<file path="config.mk">
export PLATFORM = sky130hd
export DESIGN_NAME = input_conditioner
export DESIGN_NICKNAME = d
export VERILOG_FILES = /design/src/rtl/input_conditioner.sv
export SDC_FILE = /design/constraint.sdc
export NUM_CORES = 1
export LEC_CHECK = 0
export ABC_CLOCK_PERIOD_IN_PS = 3500
export BUFFER_PORTS_ARGS = -buffer_cell sky130_fd_sc_hd__clkbuf_2
export CAP_MARGIN = 20
export CORE_MARGIN = 2
export CORE_UTILIZATION = 55
export CTS_CLUSTER_DIAMETER = 200
export DETAILED_ROUTE_END_ITERATION = 7
export PLACE_DENSITY = 0.83
export SKIP_LAST_GASP = 1
export SLEW_MARGIN = 20
export SYNTH_ARGS = -nofsm -noshare
export SYNTH_HDL_FRONTEND = slang
export SYNTH_SLANG_ARGS = --single-unit
</file>
<file path="constraint.sdc">
create_clock -name i_clk -period 3.5 [get_ports i_clk]
set_input_delay 0.35 -clock i_clk [delete_from_list [all_inputs] [get_ports i_clk]]
set_output_delay 0.35 -clock i_clk [all_outputs]
set_load 0.005 [all_outputs]
</file>
<file path="src/rtl/input_conditioner.sv">
// -----------------------------------------------------------------------------
// input_conditioner
//
// Multi-channel conditioner for asynchronous board inputs (buttons, DTR, straps).
// Each channel is fully independent:
//   optional inversion -> N-stage synchroniser -> consecutive-sample debouncer
//   -> rise/fall strobes, plus a long-hold detector (level + one-cycle strobe).
//
// Ports:
//   i_clk       system clock
//   i_rst_n     asynchronous, active-low reset
//   i_in        raw asynchronous inputs, one bit per channel
//   o_level     debounced level (post-inversion)
//   o_rise_stb  one-cycle pulse when o_level goes 0->1
//   o_fall_stb  one-cycle pulse when o_level goes 1->0
//   o_held      high while o_level has been high for >= HOLD_CYCLES
//   o_held_stb  one-cycle pulse when o_held first asserts
// -----------------------------------------------------------------------------
module input_conditioner #(
  parameter int              N_CH            = 8,
  parameter int              SYNC_STAGES     = 2,
  parameter int              DEBOUNCE_CYCLES = 250000,
  parameter int              HOLD_CYCLES     = 5000000,
  parameter logic [N_CH-1:0] INVERT          = '0,
  parameter logic [N_CH-1:0] RESET_VAL       = '0
) (
  input  logic            i_clk,
  input  logic            i_rst_n,
  input  logic [N_CH-1:0] i_in,
  output logic [N_CH-1:0] o_level,
  output logic [N_CH-1:0] o_rise_stb,
  output logic [N_CH-1:0] o_fall_stb,
  output logic [N_CH-1:0] o_held,
  output logic [N_CH-1:0] o_held_stb
);

  localparam int DB_W   = $clog2(DEBOUNCE_CYCLES + 1);
  localparam int HOLD_W = $clog2(HOLD_CYCLES + 1);

  localparam logic [DB_W-1:0]   DB_LAST   = DB_W'(DEBOUNCE_CYCLES - 1);
  localparam logic [HOLD_W-1:0] HOLD_LAST = HOLD_W'(HOLD_CYCLES - 1);

  // Elaboration-time guard on parameter ranges.
  if (SYNC_STAGES < 2 || SYNC_STAGES > 4) begin : g_bad_sync
    $error("input_conditioner: SYNC_STAGES must be in 2..4");
  end
  if (DEBOUNCE_CYCLES < 1 || HOLD_CYCLES < 1) begin : g_bad_cycles
    $error("input_conditioner: DEBOUNCE_CYCLES and HOLD_CYCLES must be >= 1");
  end

  for (genvar ch = 0; ch < N_CH; ch++) begin : g_ch
    logic [SYNC_STAGES-1:0] sync_q;
    logic                   s;
    logic [DB_W-1:0]        db_cnt;
    logic [HOLD_W-1:0]      h_cnt;
    logic                   level_q;
    logic                   rise_q;
    logic                   fall_q;
    logic                   held_q;
    logic                   held_stb_q;

    assign s = sync_q[SYNC_STAGES-1];

    // Synchroniser. Inversion happens before the first flop so everything
    // downstream, including the reset value, is in post-inversion terms.
    // NOTE: sequential state uses non-blocking assignments so every flop in
    // the chain samples the value its predecessor held before this edge.
    always_ff @(posedge i_clk or negedge i_rst_n) begin
      if (!i_rst_n) begin
        sync_q <= {SYNC_STAGES{RESET_VAL[ch]}};
      end else begin
        sync_q <= {sync_q[SYNC_STAGES-2:0], i_in[ch] ^ INVERT[ch]};
      end
    end

    // Debouncer: the level flips only after DEBOUNCE_CYCLES consecutive
    // disagreeing samples; any agreeing sample restarts the count.
    // NOTE: strobes are assigned low first in the clocked branch, so they are
    // high for exactly one cycle unless the flip condition re-asserts them.
    always_ff @(posedge i_clk or negedge i_rst_n) begin
      if (!i_rst_n) begin
        db_cnt  <= '0;
        level_q <= RESET_VAL[ch];
        rise_q  <= 1'b0;
        fall_q  <= 1'b0;
      end else begin
        rise_q <= 1'b0;
        fall_q <= 1'b0;
        if (s == level_q) begin
          db_cnt <= '0;
        end else if (db_cnt == DB_LAST) begin
          level_q <= s;
          db_cnt  <= '0;
          rise_q  <= s;
          fall_q  <= ~s;
        end else begin
          db_cnt <= db_cnt + 1'b1;
        end
      end
    end

    // Long-hold detector: counts cycles of high level, saturates once held.
    always_ff @(posedge i_clk or negedge i_rst_n) begin
      if (!i_rst_n) begin
        h_cnt      <= '0;
        held_q     <= 1'b0;
        held_stb_q <= 1'b0;
      end else begin
        held_stb_q <= 1'b0;
        if (!level_q) begin
          h_cnt  <= '0;
          held_q <= 1'b0;
        end else if (!held_q) begin
          h_cnt <= h_cnt + 1'b1;
          if (h_cnt == HOLD_LAST) begin
            held_q     <= 1'b1;
            held_stb_q <= 1'b1;
          end
        end
      end
    end

    assign o_level[ch]    = level_q;
    assign o_rise_stb[ch] = rise_q;
    assign o_fall_stb[ch] = fall_q;
    assign o_held[ch]     = held_q;
    assign o_held_stb[ch] = held_stb_q;
  end

endmodule

</file>
* Word-level counts from Yosys, hierarchy flattened
Index checks and enable logic that the tools add are counted.
** Word-level totals
- Logic and storage cells :: 240
- Output and inout bits :: 40
- Register bits :: 384
** Cells by class
- Add/sub/neg operators :: 16
- Reduce and logical (&&, ||, !) cells :: 8
- Bitwise logic cells :: 16
- Equal/unequal tests :: 32
- Muxes and demuxes :: 104
** Operator list (number)
- $mux 23 :: 16
- $mux 18 :: 16
- $add 23x1->23 const B :: 8
- $eq 23x23->1 const B :: 8
- $add 18x1->18 const B :: 8
- $eq 18x18->1 const B :: 8
- $mux 1 :: 72
- $ne 2x2->1 const B :: 8
- $not 1->1 :: 16
- $reduce_and 2->1 :: 8
- $eq 1x1->1 :: 8

* Depth between registers and ports, before layout
Gate-level depths: netlist of the first run.
- Word-level depth :: 4
- Gate-level depth with buffers :: 7
- Depth with buffers taken out :: 5

* Worst setup path after synthesis of the first run
Ideal clock, no wire load.
- Path type :: reg-to-reg
- Start :: reg g_ch[0].db_cnt[10]
- End :: reg g_ch[0].level_q
- Path slack :: 1393 ps
- Arrival time :: 1982 ps
- Cell stages (with the launch flop) :: 5
- Setup time :: 125 ps
- Cells stage by stage :: dfrtp_1 or4_1 or4_4 or2_4 mux2_4
** Between the ends
- Longest elaborated chain between the ends :: 2
** Ends and longest elaborated chain
- from (decl) :: RTL line 54 : logic [DB_W-1:0] db_cnt;
- from (signal assigned) :: RTL line 97 : db_cnt <= db_cnt + 1'b1;
- $eq 18x18->1 :: RTL line 91 : end else if (db_cnt == DB_LAST) begin
- $reduce_and 2->1 (no line)
- to (signal assigned) :: RTL line 83 : level_q <= RESET_VAL[ch];
- to (signal assigned) :: RTL line 92 : level_q <= s;
- to (decl) :: RTL line 56 : logic level_q;
Every way passes these cells.
A chain may end at the register's enable or synchronous reset.

* Worst setup path in the final report of the first run
- Start :: reg g_ch[0].db_cnt[10]
- End :: reg g_ch[0].db_cnt[8]
** Between the ends
- Longest elaborated chain between the ends :: 3
** Ends and longest elaborated chain
- $eq 18x18->1 :: RTL line 91
- $mux 18 :: RTL line 91
- $mux 18 :: RTL line 89 : if (s == level_q) begin
Every way passes these cells.

==> results of run 1 <==
per-layer routing:
layer	wire length (microns)	part of all wire, %	track usage [%]
met1	16800	46	27.1
met2	17800	49	35.0
met3	1410	3.9	3.26
met4	637	1.7	5.55
met5	0	0	0
cells in the mapped netlist, types with 2 or more instances:
master / number / area (sq um)
or4_1: 71 / 533
buf_6: 4 / 45.0
clkbuf_1: 54 / 203
nand2_1: 113 / 424
or4_4: 2 / 22.5
and3_1: 31 / 194
buf_2: 2 / 10.0
and4_1: 17 / 149
nand4bb_1: 2 / 22.5
a21oi_1: 94 / 470
o41ai_1: 3 / 26.3
nor4b_1: 15 / 131
o31ai_1: 51 / 383
xor2_1: 62 / 543
o21ai_1: 3 / 15.0
or4b_1: 2 / 20.0
mux2i_1: 21 / 210
nor4_1: 81 / 507
mux2_2: 7 / 78.8
o41ai_2: 4 / 65.1
nand2b_1: 23 / 144
o31a_1: 3 / 26.3
buf_4: 41 / 308
nand4b_1: 6 / 52.6
ha_1: 16 / 200
or2_2: 10 / 62.6
nand3_1: 108 / 541
nor2b_1: 10 / 62.6
o21ai_0: 36 / 180
or3_1: 42 / 263
o311ai_0: 3 / 26.3
nand3b_1: 9 / 67.6
nor2_1: 241 / 905
a31o_2: 5 / 43.8
o21a_1: 4 / 30.0
and2_1: 6 / 37.5
nor3b_1: 12 / 90.1
xnor2_1: 135 / 1180
inv_1: 42 / 158
dfrtp_1: 384 / 9610
nor3_1: 55 / 275
nand4_1: 101 / 632
power by group:
part / leakage (nW) / total [W] / switching (W) / internal, W
Combinational: 2.08 / 0.000185 / 0.000130 / 0.0000550
Clock: 0.730 / 0.00469 / 0.00175 / 0.00294
Sequential: 5.31 / 0.00451 / 0.0000330 / 0.00447
how the worst max path moves through the flow:
stage                                       startpoint                            to  slack, ns  cells past startpoint
final                     g_ch[0].db_cnt[10]$_DFF_PN0_   g_ch[0].db_cnt[8]$_DFF_PN0_       1.19                      4
after global placement    g_ch[0].db_cnt[10]$_DFF_PN0_   g_ch[0].db_cnt[5]$_DFF_PN0_       1.24                      4
after detailed placement  g_ch[0].db_cnt[10]$_DFF_PN0_   g_ch[0].db_cnt[8]$_DFF_PN0_       1.19                      4
after global routing      g_ch[0].db_cnt[10]$_DFF_PN0_  g_ch[0].db_cnt[13]$_DFF_PN0_       1.09                      4
after CTS                 g_ch[0].db_cnt[10]$_DFF_PN0_   g_ch[0].db_cnt[8]$_DFF_PN0_       1.19                      4
after floorplan           g_ch[0].db_cnt[10]$_DFF_PN0_   g_ch[0].level_q$_DFFE_PN0P_       1.39                      4
flip-flops by register name, summed over array words and instances (netlist names):
register / flops
g_ch.h_cnt: 184
g_ch.db_cnt: 144
g_ch.held_stb_q: 8
g_ch.sync_q: 16
g_ch.fall_q: 8
g_ch.level_q: 8
g_ch.held_q: 8
g_ch.rise_q: 8
per-stage QoR:
stage | std cells | setup WS (ns) | util, %
after floorplan | 1949 | 1.39 | -
after global placement | 2364 | 1.24 | 56.7
after detailed placement | 2364 | 1.19 | 56.7
after CTS | 2449 | 1.19 | 61.4
after global routing | 2449 | 1.09 | 61.4
final | 2449 | 1.19 | 61.4
layout make-up:
type                       instances  area share (%)
clock buffer                      64            6.20
multi-input combinational       1419            41.5
timing repair buffer              72            2.37
sequential                       384            45.5
clock inverter                    12           0.913
tap                              455            2.70
inverter                          43           0.765
logic make-up after synthesis:
logic type               after synthesis
AND/OR/NAND/NOR                      966
flip-flops                           384
AO/OA/AOI/OAI                        211
XOR/XNOR                             197
buffers and inverters                146
multiplexers                          29
adder cells (fa/ha/maj)               16
worst max-delay path: stages, from the launching register on:
cell and delay, ns:
dfrtp_1 0.43, or4_1 0.53, or4_4 0.53, o21ai_2 0.53
nor2_1 0.13
==> run metrics, run 1 <==
measured slew at the worst slew-check pin=0.768 ns; first-pass GRT wire length=63900 microns; Pwr Total=0.00938 W; fin nets=1988; Area Growth Syn to Fin=10.5%; Clock Tree Root=clkbuf_16; min-delay src=g_ch[6].sync_q[0]$_DFF_PN0_; overall global routing resource usage=20.5%; Critical Path RT=3.88 ns; count of cell types in the netlist=60; Leakage=8.12 nW; Worst EP arrival=2.69 ns; TritonCTS clock tree=built; DR vias=14600; Detailed Place HPWL=24100 microns; max cap viols=0; chip height=190 microns; commonest non-fill, non-tap cell in the layout=dfrtp_1; Slew HR=48.3%; antenna-violating nets left=0; Port Buffers=49; initial antenna violation count=0; r2r endpoint=g_ch[0].db_cnt[8]$_DFF_PN0_; Hold Crit Endpoint=g_ch[6].sync_q[1]$_DFF_PN0_; Max Buffers Root-to-Sink=3; Post-CTS Setup Repair Bufs=0; Avg Cell Area, Syn=9.80 sq um; CTS hold repair buffers=9; Die ar.=36200 sq um; Ys Warns=0; sequential cell area=9610 sq um; multi-input logic area=8760 sq um; asr flop ratio synth=100%; drt pass-1 iters=8; CTS clk-pin slew, worst paths=0.06 ns; Fin. Hold Viols=0; Max Freq=433 MHz; Syn Inst Count=1949; CP Launch Type=flop; total grt overflow=0; Top Ports=50; core area=34400 sq um; Compound-Gate Fraction of Synth Area=6.86%; Finished Cell Area=21100 sq um; DP Area=19500 sq um; Reg2Reg Setup Slack=1.19 ns; Crit Path Max Fanout=17; Filler cells=2725; Hold/Removal Path Class=reg -> reg; WL per Instance=15.0 microns; fraction of layout cells with a size suffix above 1=8.48%; DRT Wirelength=36600 microns; Mapped Area=19100 sq um; EDFF count, synth=0; Post-CTS Resized=0; final setup vio count=0; Synth Area in Simple Gates=27.3%; critical path class=reg -> reg; DRC Markers=0; Ant. Diodes=0; Synth Area in XOR/XNOR=9.03%; Synth Area in Adders=1.05%; Layout Skew=0.0178 ns; Top FF cell, synth=dfrtp_1; Fin Setup TNS=0 ns; Clock Sinks=384; #FFs+latches synth=384; Syn Nets=1975; CTS Buf Count=42; reg2reg start=g_ch[0].db_cnt[10]$_DFF_PN0_; Period minus WS final=2.31 ns; GPL Wtd Cong=0.863; worst r2r path cells=4; status=finished, final reports clean; Slew Limit Fails=0; H-tree depth=2; chip width=190 microns; # rows=68; Power Density=445 nW/um^2; vias per std cell=5.95; largest family of logic cells by synthesized area=simple AND/OR/NAND/NOR gates; Worst setup EP type=flop; vias in the first global route=14100; period utilization=66.0%; most frequent cells in the layout=384 x dfrtp_1, 241 x nor2_1, 135 x xnor2_1, 113 x nand2_1, 108 x nand3_1; Peak supply drop=0.000403 V; largest net degree at the start of global routing=96; Initial Util=55.6%; RSZ-0062 raised after global routing=false; initial DRC count=843; hold path depth=0; Seq/Total Area, Yosys=50.3%; worst skew pair latency=0.54 ns; mux contribution to synthesized area=1.59%; worst hold slack=0.349 ns
Power figures use the tool's default switching activity.
==> run 2, diff against run 1 <==
--- a/config.mk
+++ b/config.mk
@@ -5,14 +5,14 @@
 export SDC_FILE = /design/constraint.sdc
 export NUM_CORES = 1
 export LEC_CHECK = 0
-export ABC_CLOCK_PERIOD_IN_PS = 3500
+export ABC_CLOCK_PERIOD_IN_PS = 1900
 export BUFFER_PORTS_ARGS = -buffer_cell sky130_fd_sc_hd__clkbuf_2
 export CAP_MARGIN = 20
 export CORE_MARGIN = 2
 export CORE_UTILIZATION = 55
 export CTS_CLUSTER_DIAMETER = 200
 export DETAILED_ROUTE_END_ITERATION = 7
-export PLACE_DENSITY = 0.83
+export PLACE_DENSITY = 0.85
 export SKIP_LAST_GASP = 1
 export SLEW_MARGIN = 20
 export SYNTH_ARGS = -nofsm -noshare
==> constraint.sdc (replaced) <==
create_clock -name i_clk -period 1.9 [get_ports i_clk]
set_input_delay 0.19 -clock i_clk [delete_from_list [all_inputs] [get_ports i_clk]]
set_output_delay 0.19 -clock i_clk [all_outputs]
set_load 0.005 [all_outputs]
==> run 2 against run 1 <==
  * The flow now finishes with violations (setup timing)
  * First-iteration DRC count grew 38%
  * Critical path type unchanged
  * Via count grew 8.0%
  * Cell count grew 7.3%
==> run metrics, run 2 (synthesized netlist as in run 1, its figures left out) <==
delay-heaviest family, CP=simple AND/OR/NAND/NOR gates; worst path cell trace=or4bb_1, or4_4, or2_4, mux2_4; H-tree depth=2 (unchanged); CTS Buf Count=42 (unchanged); measured slew at the worst slew-check pin=0.707 ns (-0.0608 ns); dpl cells=2521 (+6.6%); CTS clk-pin slew, worst paths=0.06 ns (about the same); max cap viols=0 (unchanged); Critical Path RT=2.34 ns (-1.54 ns); commonest non-fill, non-tap cell in the layout=dfrtp_1; status=finished, violations left; sequential cell area=9610 sq um (about the same); DP Area=20800 sq um (+6.7%); worst skew pair latency=0.56 ns (+0.02 ns); Largest Register=g_ch.h_cnt; Ant. Diodes=0 (unchanged); Largest stage delay, worst path=0.52 ns (about the same); Detailed Place HPWL=27500 microns (+14%); Port Buffers=49 (unchanged); vias in the first global route=15400 (+9.0%); Die ar.=36200 sq um (unchanged); met3 Track Usage GR=3.48% (+0.22 points); Worst EP arrival=2.50 ns (-0.19 ns); Leakage=9.07 nW (+12%); chip width=190 microns (unchanged); fin nets=2167 (+9.0%); TritonCTS clock tree=built; largest net degree at the start of global routing=75 (-22%); Peak supply drop=0.000642 V (+59%); Worst setup EP type=flop; worst path bufs/invs=0 (unchanged); Clock Sinks=384 (unchanged); initial DRC count=1165 (+38%); Top Ports=50 (unchanged); GR peak layer=met2; chip height=190 microns (unchanged); total grt overflow=0 (unchanged); overall global routing resource usage=23.1% (+2.6 points); DRC Markers=0 (unchanged); most frequent cells in the layout=382 x dfrtp_1, 241 x nor2_1, 180 x buf_4, 135 x xnor2_1, 112 x nand2_1; max FFs per register=184 (unchanged); Hold/Removal Path Class=in -> async; Pwr Total=0.0168 W (+79%); Period minus WS final=2.07 ns (-0.244 ns); period utilization=109% (+43 points); first-pass GRT wire length=70800 microns (+11%); initial antenna violation count=0 (unchanged); Finished Cell Area=22700 sq um (+7.4%); WL per Instance=15.9 microns (+6.4%); Slew Limit Fails=0 (unchanged); Crit Path Max Fanout=3 (-14); Fin. Hold Viols=0 (unchanged); Initial Util=55.6% (unchanged); violated checks=setup timing; Filler cells=2524 (-7.4%); Max Freq=484 MHz (+12%); met2 usage=39.3% (+4.3 points); critical path class=reg -> reg; Slew HR=52.4% (+4.2 points); Clock Tree Root=clkbuf_16; Setup WS post-layout=-0.167 ns (-1.36 ns); GPL Wtd Cong=0.889 (+3.0%); drt pass-1 iters=7 (-1); fraction of layout cells with a size suffix above 1=18.4% (+9.9 points); DR vias=15700 (+8.0%); vias per std cell=5.99 (+0.66%); CP max stage cell=or4_4; Finished Layout Cells=2627 (+7.3%); multi-input logic area=9050 sq um (+3.3%); Power Density=740 nW/um^2 (+66%); final setup vio count=24 (+24); core area=34400 sq um (unchanged); Finished Core Util=65.9% (+4.6 points); Max Buffers Root-to-Sink=3 (unchanged); M1 GR Usage=30.1% (+3.0 points); antenna-violating nets left=0 (unchanged); Area Growth Syn to Fin=18.7%; DRT Wirelength=41800 microns (+14%); Largest regs=g_ch.h_cnt x184, g_ch.db_cnt x144, g_ch.sync_q x16; # rows=68 (unchanged); CP Launch Type=flop; RSZ-0062 raised after global routing=true; Layout Skew=0.0180 ns (+0.000185 ns)
-- run 2: worst register-to-register path, cell delays in order (launching register included) --
cell and delay [ns]:
dfrtp_1 0.38, or4bb_1 0.50, or4_4 0.52, or2_4 0.25
mux2_4 0.29
-- run 2: final timing paths --
kind | cells past startpoint | slack [ns] | end | start
hold reg to reg | 0 | 0.34 | g_ch[3].sync_q[1]$_DFF_PN0_ | g_ch[3].sync_q[0]$_DFF_PN0_
max in group asynchronous | 4 | 1.02 | g_ch[7].db_cnt[16]$_DFF_PN0_ | i_rst_n
hold / removal | 2 | 0.12 | g_ch[5].h_cnt[16]$_DFFE_PN0P_ | i_rst_n
min in group i_clk | 2 | 0.27 | g_ch[5].sync_q[0]$_DFF_PN0_ | i_in[5]
setup reg to reg | 4 | -0.17 | g_ch[0].level_q$_DFFE_PN0P_ | g_ch[0].db_cnt[6]$_DFF_PN0_
setup / recovery | 4 | -0.17 | g_ch[0].level_q$_DFFE_PN0P_ | g_ch[0].db_cnt[6]$_DFF_PN0_
-- run 2: layer usage --
metal | vias to the layer above | routed length (microns)
met5 | - | 0
met4 | 0 | 1020
met3 | 106 | 2060
met2 | 460 | 21100
met1 | 7753 | 17600
li1 | 7405 | -
-- run 2: repair_timing --
item,in CTS,in global routing
buffers inserted,3,19
hold buffers,9,0
endpoints found under the setup margin,24,91
hold endpoints to repair,324,0
resized for setup,10,44
pin swaps,3,15
-- run 2: through the flow --
stage,hold slack [ns],worst slack (ns),TNS (ns)
6_report,0.116,-0.167,-2.82
2_1_floorplan,-0.106,-0.182,-1.75
3_3_place_gp,0.120,-0.159,-0.445
3_5_place_dp,0.118,-0.174,-0.800
4_1_cts,0.110,-0.152,-2.21
5_1_grt,0.133,-0.207,-4.46
-- run 2: power by group --
group,switching [W],internal [W]
logic,0.000256,0.000145
registers,0.0000611,0.00824
clock network,0.00331,0.00476
total,0.00363,0.0131
-- run 2: final cells by class --
| type | instances | area share, % |
|---|---|---|
| clock buffer | 56 | 5.18 |
| sequential | 384 | 42.4 |
| clock inverter | 19 | 0.839 |
| tap | 455 | 2.51 |
| multi-input combinational | 1419 | 39.9 |
| inverter | 43 | 0.712 |
| timing repair buffer | 251 | 8.42 |
==> run 3, diff against run 2 <==
==> constraint.sdc (replaced) <==
create_clock -name i_clk -period 1.9 [get_ports i_clk]
set_input_delay 0 -clock i_clk [delete_from_list [all_inputs] [get_ports i_clk]]
set_output_delay 0 -clock i_clk [all_outputs]
set_load 0.005 [all_outputs]
==> run 3 against run 2 <==
  * The run ends with DRC, setup timing left
  * Clock power up 13%
  * Worst hold slack lost 0.090 ns
  * Core utilization grew 0.52 points
  * Critical endpoint is now g_ch[0].rise_q$_DFF_PN0_
  * Non-clock buffer count fell by 9
  * Wire length down 1.0%
  * Die area unchanged
  * Critical path depth is 1 higher
  * Worst setup slack worse by 0.060 ns
  * Clock-buffer cell count grew 5
==> run metrics, run 3 (synthesized netlist as in run 1, its figures left out) <==
status=finished, violations left; violated checks=DRC, setup timing; switching power of the nets=0.00363 W (+0.16%); Slew Limit Fails=0 (unchanged); core area=34400 sq um (unchanged); GPL Wtd Cong=0.887 (-0.19%); Power Density=780 nW/um^2 (+5.5%); Max Buffers Root-to-Sink=3 (unchanged); Detailed Place HPWL=27200 microns (-0.88%); total grt overflow=0 (unchanged); overall global routing resource usage=23.2% (+0.088 points); chip height=190 microns (unchanged); fraction of layout cells with a size suffix above 1=18.5% (+0.060 points); first-pass GRT wire length=70800 microns (about the same); Critical Path RT=2.36 ns (+0.02 ns); period utilization=112% (+3.1 points); Sw Share=20.4% (-1.3 points); Reg2Reg Setup Slack=-0.23 ns (-0.06 ns); Largest regs=g_ch.h_cnt x184, g_ch.db_cnt x144, g_ch.sync_q x16; Setup WS post-layout=-0.227 ns (-0.0597 ns); CP Launch Type=flop; multi-input logic area=9060 sq um (+0.14%); Top Ports=50 (unchanged); Initial Util=55.6% (unchanged); final setup vio count=24 (unchanged); WL per Instance=15.8 microns (-0.74%); Finished Layout Cells=2620 (-0.27%); drt pass-1 iters=8 (+1); Crit Path Max Fanout=3 (unchanged); Finished Core Util=66.5% (+0.52 points); worst r2r path cells=5 (+1); Hold/Removal Path Class=in -> async; Die ar.=36200 sq um (unchanged); chip width=190 microns (unchanged); Gate power share=2.4% (about the same); Clock Tree Root=clkbuf_16; max FFs per register=184 (unchanged); reg2reg start=g_ch[0].db_cnt[9]$_DFF_PN0_; DRC Markers=6 (+6); H-tree depth=2 (unchanged); TritonCTS clock tree=built; CTS clk-pin slew, worst paths=0.06 ns (about the same); most frequent cells in the layout=384 x dfrtp_1, 241 x nor2_1, 171 x buf_4, 135 x xnor2_1, 112 x nand2_1; Peak supply drop=0.000927 V (+44%); critical path class=reg -> reg; sequential cell area=9610 sq um (about the same); Fin. Hold Viols=0 (unchanged); CTS Buf Count=42 (unchanged); DP Area=20900 sq um (+0.23%); max cap viols=0 (unchanged); Ant. Diodes=0 (unchanged); total internal power=0.0142 W (+8.0%); Worst EP arrival=2.59 ns (+0.09 ns); Max Freq=470 MHz (-2.8%); largest net degree at the start of global routing=73 (-2.7%); # rows=68 (unchanged); commonest non-fill, non-tap cell in the layout=dfrtp_1; Area Growth Syn to Fin=19.6%; Leakage=9.16 nW (+0.92%); Port Buffers=49 (unchanged); initial antenna violation count=0 (unchanged); Layout Skew=0.0102 ns (-0.00781 ns); DRT Wirelength=41400 microns (-1.0%); RSZ-0062 raised after global routing=true; fin nets=2159 (-0.37%); Period minus WS final=2.13 ns (+0.0597 ns); initial DRC count=944 (-19%); Finished Cell Area=22800 sq um (+0.78%); Reg power frac=46.5% (-3.0 points); dpl cells=2524 (+0.12%); r2r endpoint=g_ch[0].rise_q$_DFF_PN0_; measured slew at the worst slew-check pin=0.691 ns (-0.0158 ns); Slew HR=53.9% (+1.4 points); Filler cells=2524 (unchanged); Worst setup EP type=flop; Largest Register=g_ch.h_cnt; antenna-violating nets left=0 (unchanged); Clock Sinks=384 (unchanged); vias in the first global route=15400 (-0.15%); Pwr Total=0.0178 W (+6.3%); Clock power frac=51.1% (+3.0 points); DR vias=15500 (-1.7%); vias per std cell=5.90 (-1.4%); worst skew pair latency=0.55 ns (about the same)
run 3: cell types whose count changed in the layout (fill, tap and decap cells not counted), sizes merged:
cell,previous run,this run
clkinvlp,5,2
clkinv,11,5
or4,73,74
buf,193,185
dlymetal6s2s,1,0
bufinv,3,8
clkbuf,104,109
run 3: how the worst max path moves through the flow:
stage | start | cells past startpoint | slack (ns) | end
finish | g_ch[0].db_cnt[9]$_DFF_PN0_ | 5 | -0.23 | g_ch[0].rise_q$_DFF_PN0_
global placement | g_ch[0].db_cnt[4]$_DFF_PN0_ | 4 | -0.18 | g_ch[0].level_q$_DFFE_PN0P_
floorplan | g_ch[0].db_cnt[6]$_DFF_PN0_ | 4 | -0.18 | g_ch[0].level_q$_DFFE_PN0P_
global route | g_ch[0].db_cnt[9]$_DFF_PN0_ | 5 | -0.27 | g_ch[0].rise_q$_DFF_PN0_
detailed placement | g_ch[0].db_cnt[4]$_DFF_PN0_ | 5 | -0.27 | g_ch[0].rise_q$_DFF_PN0_
CTS | g_ch[0].db_cnt[9]$_DFF_PN0_ | 4 | -0.19 | g_ch[0].level_q$_DFFE_PN0P_
run 3: power by group through the flow:
stage / clock network, W / registers [W] / logic [W]
CTS: 0.00931 / 0.00829 / 0.000425
global route: 0.00967 / 0.00830 / 0.000486
floorplan: 0 / 0.00843 / 0.000112
detailed placement: 0 / 0.00844 / 0.000402
finish: 0.00912 / 0.00829 / 0.000420
global placement: 0 / 0.00844 / 0.000393
run 3: layer usage:
| metal | share of wire (%) | vias to the layer above | routed length (microns) | track usage [%] |
|---|---|---|---|---|
| li1 | - | 7401 | - | - |
| met1 | 43 | 7554 | 17900 | 29.9 |
| met2 | 50 | 406 | 20500 | 39.5 |
| met3 | 4.5 | 95 | 1880 | 3.55 |
| met4 | 2.6 | 0 | 1070 | 9.09 |
| met5 | 0 | - | 0 | 0 |
run 3: cell type report:
| type | count | share of cell area [%] |
|---|---|---|
| timing repair buffer | 242 | 8.15 |
| clock buffer | 61 | 5.66 |
| inverter | 43 | 0.707 |
| multi-input combinational | 1420 | 39.7 |
| tap | 455 | 2.49 |
| sequential | 384 | 42.1 |
| clock inverter | 15 | 1.24 |
run 3: per-stage QoR:
step | setup slack, ns | setup TNS, ns | hold WS (ns)
2_1_floorplan | -0.182 | -1.75 | -0.296
3_3_place_gp | -0.182 | -0.546 | 0.0362
3_5_place_dp | -0.269 | -1.36 | 0.0447
4_1_cts | -0.194 | -3.40 | 0.0507
5_1_grt | -0.274 | -5.59 | 0.0703
6_report | -0.227 | -3.81 | 0.0255
run 3: timing repair:
item	CTS	global route
cloned	0	1
pin swaps	9	15
gates resized for setup	8	47
endpoints found under the setup margin	29	83
setup buffers	3	7
hold endpoints to repair	392	0
hold buffers	9	0
run 3: critical path, cell delays in order (launching register included):
cell and delay (ns):
dfrtp_1 0.37, or4_1 0.53, or4_4 0.54, or2_4 0.26
buf_4 0.15, nor3b_4 0.18
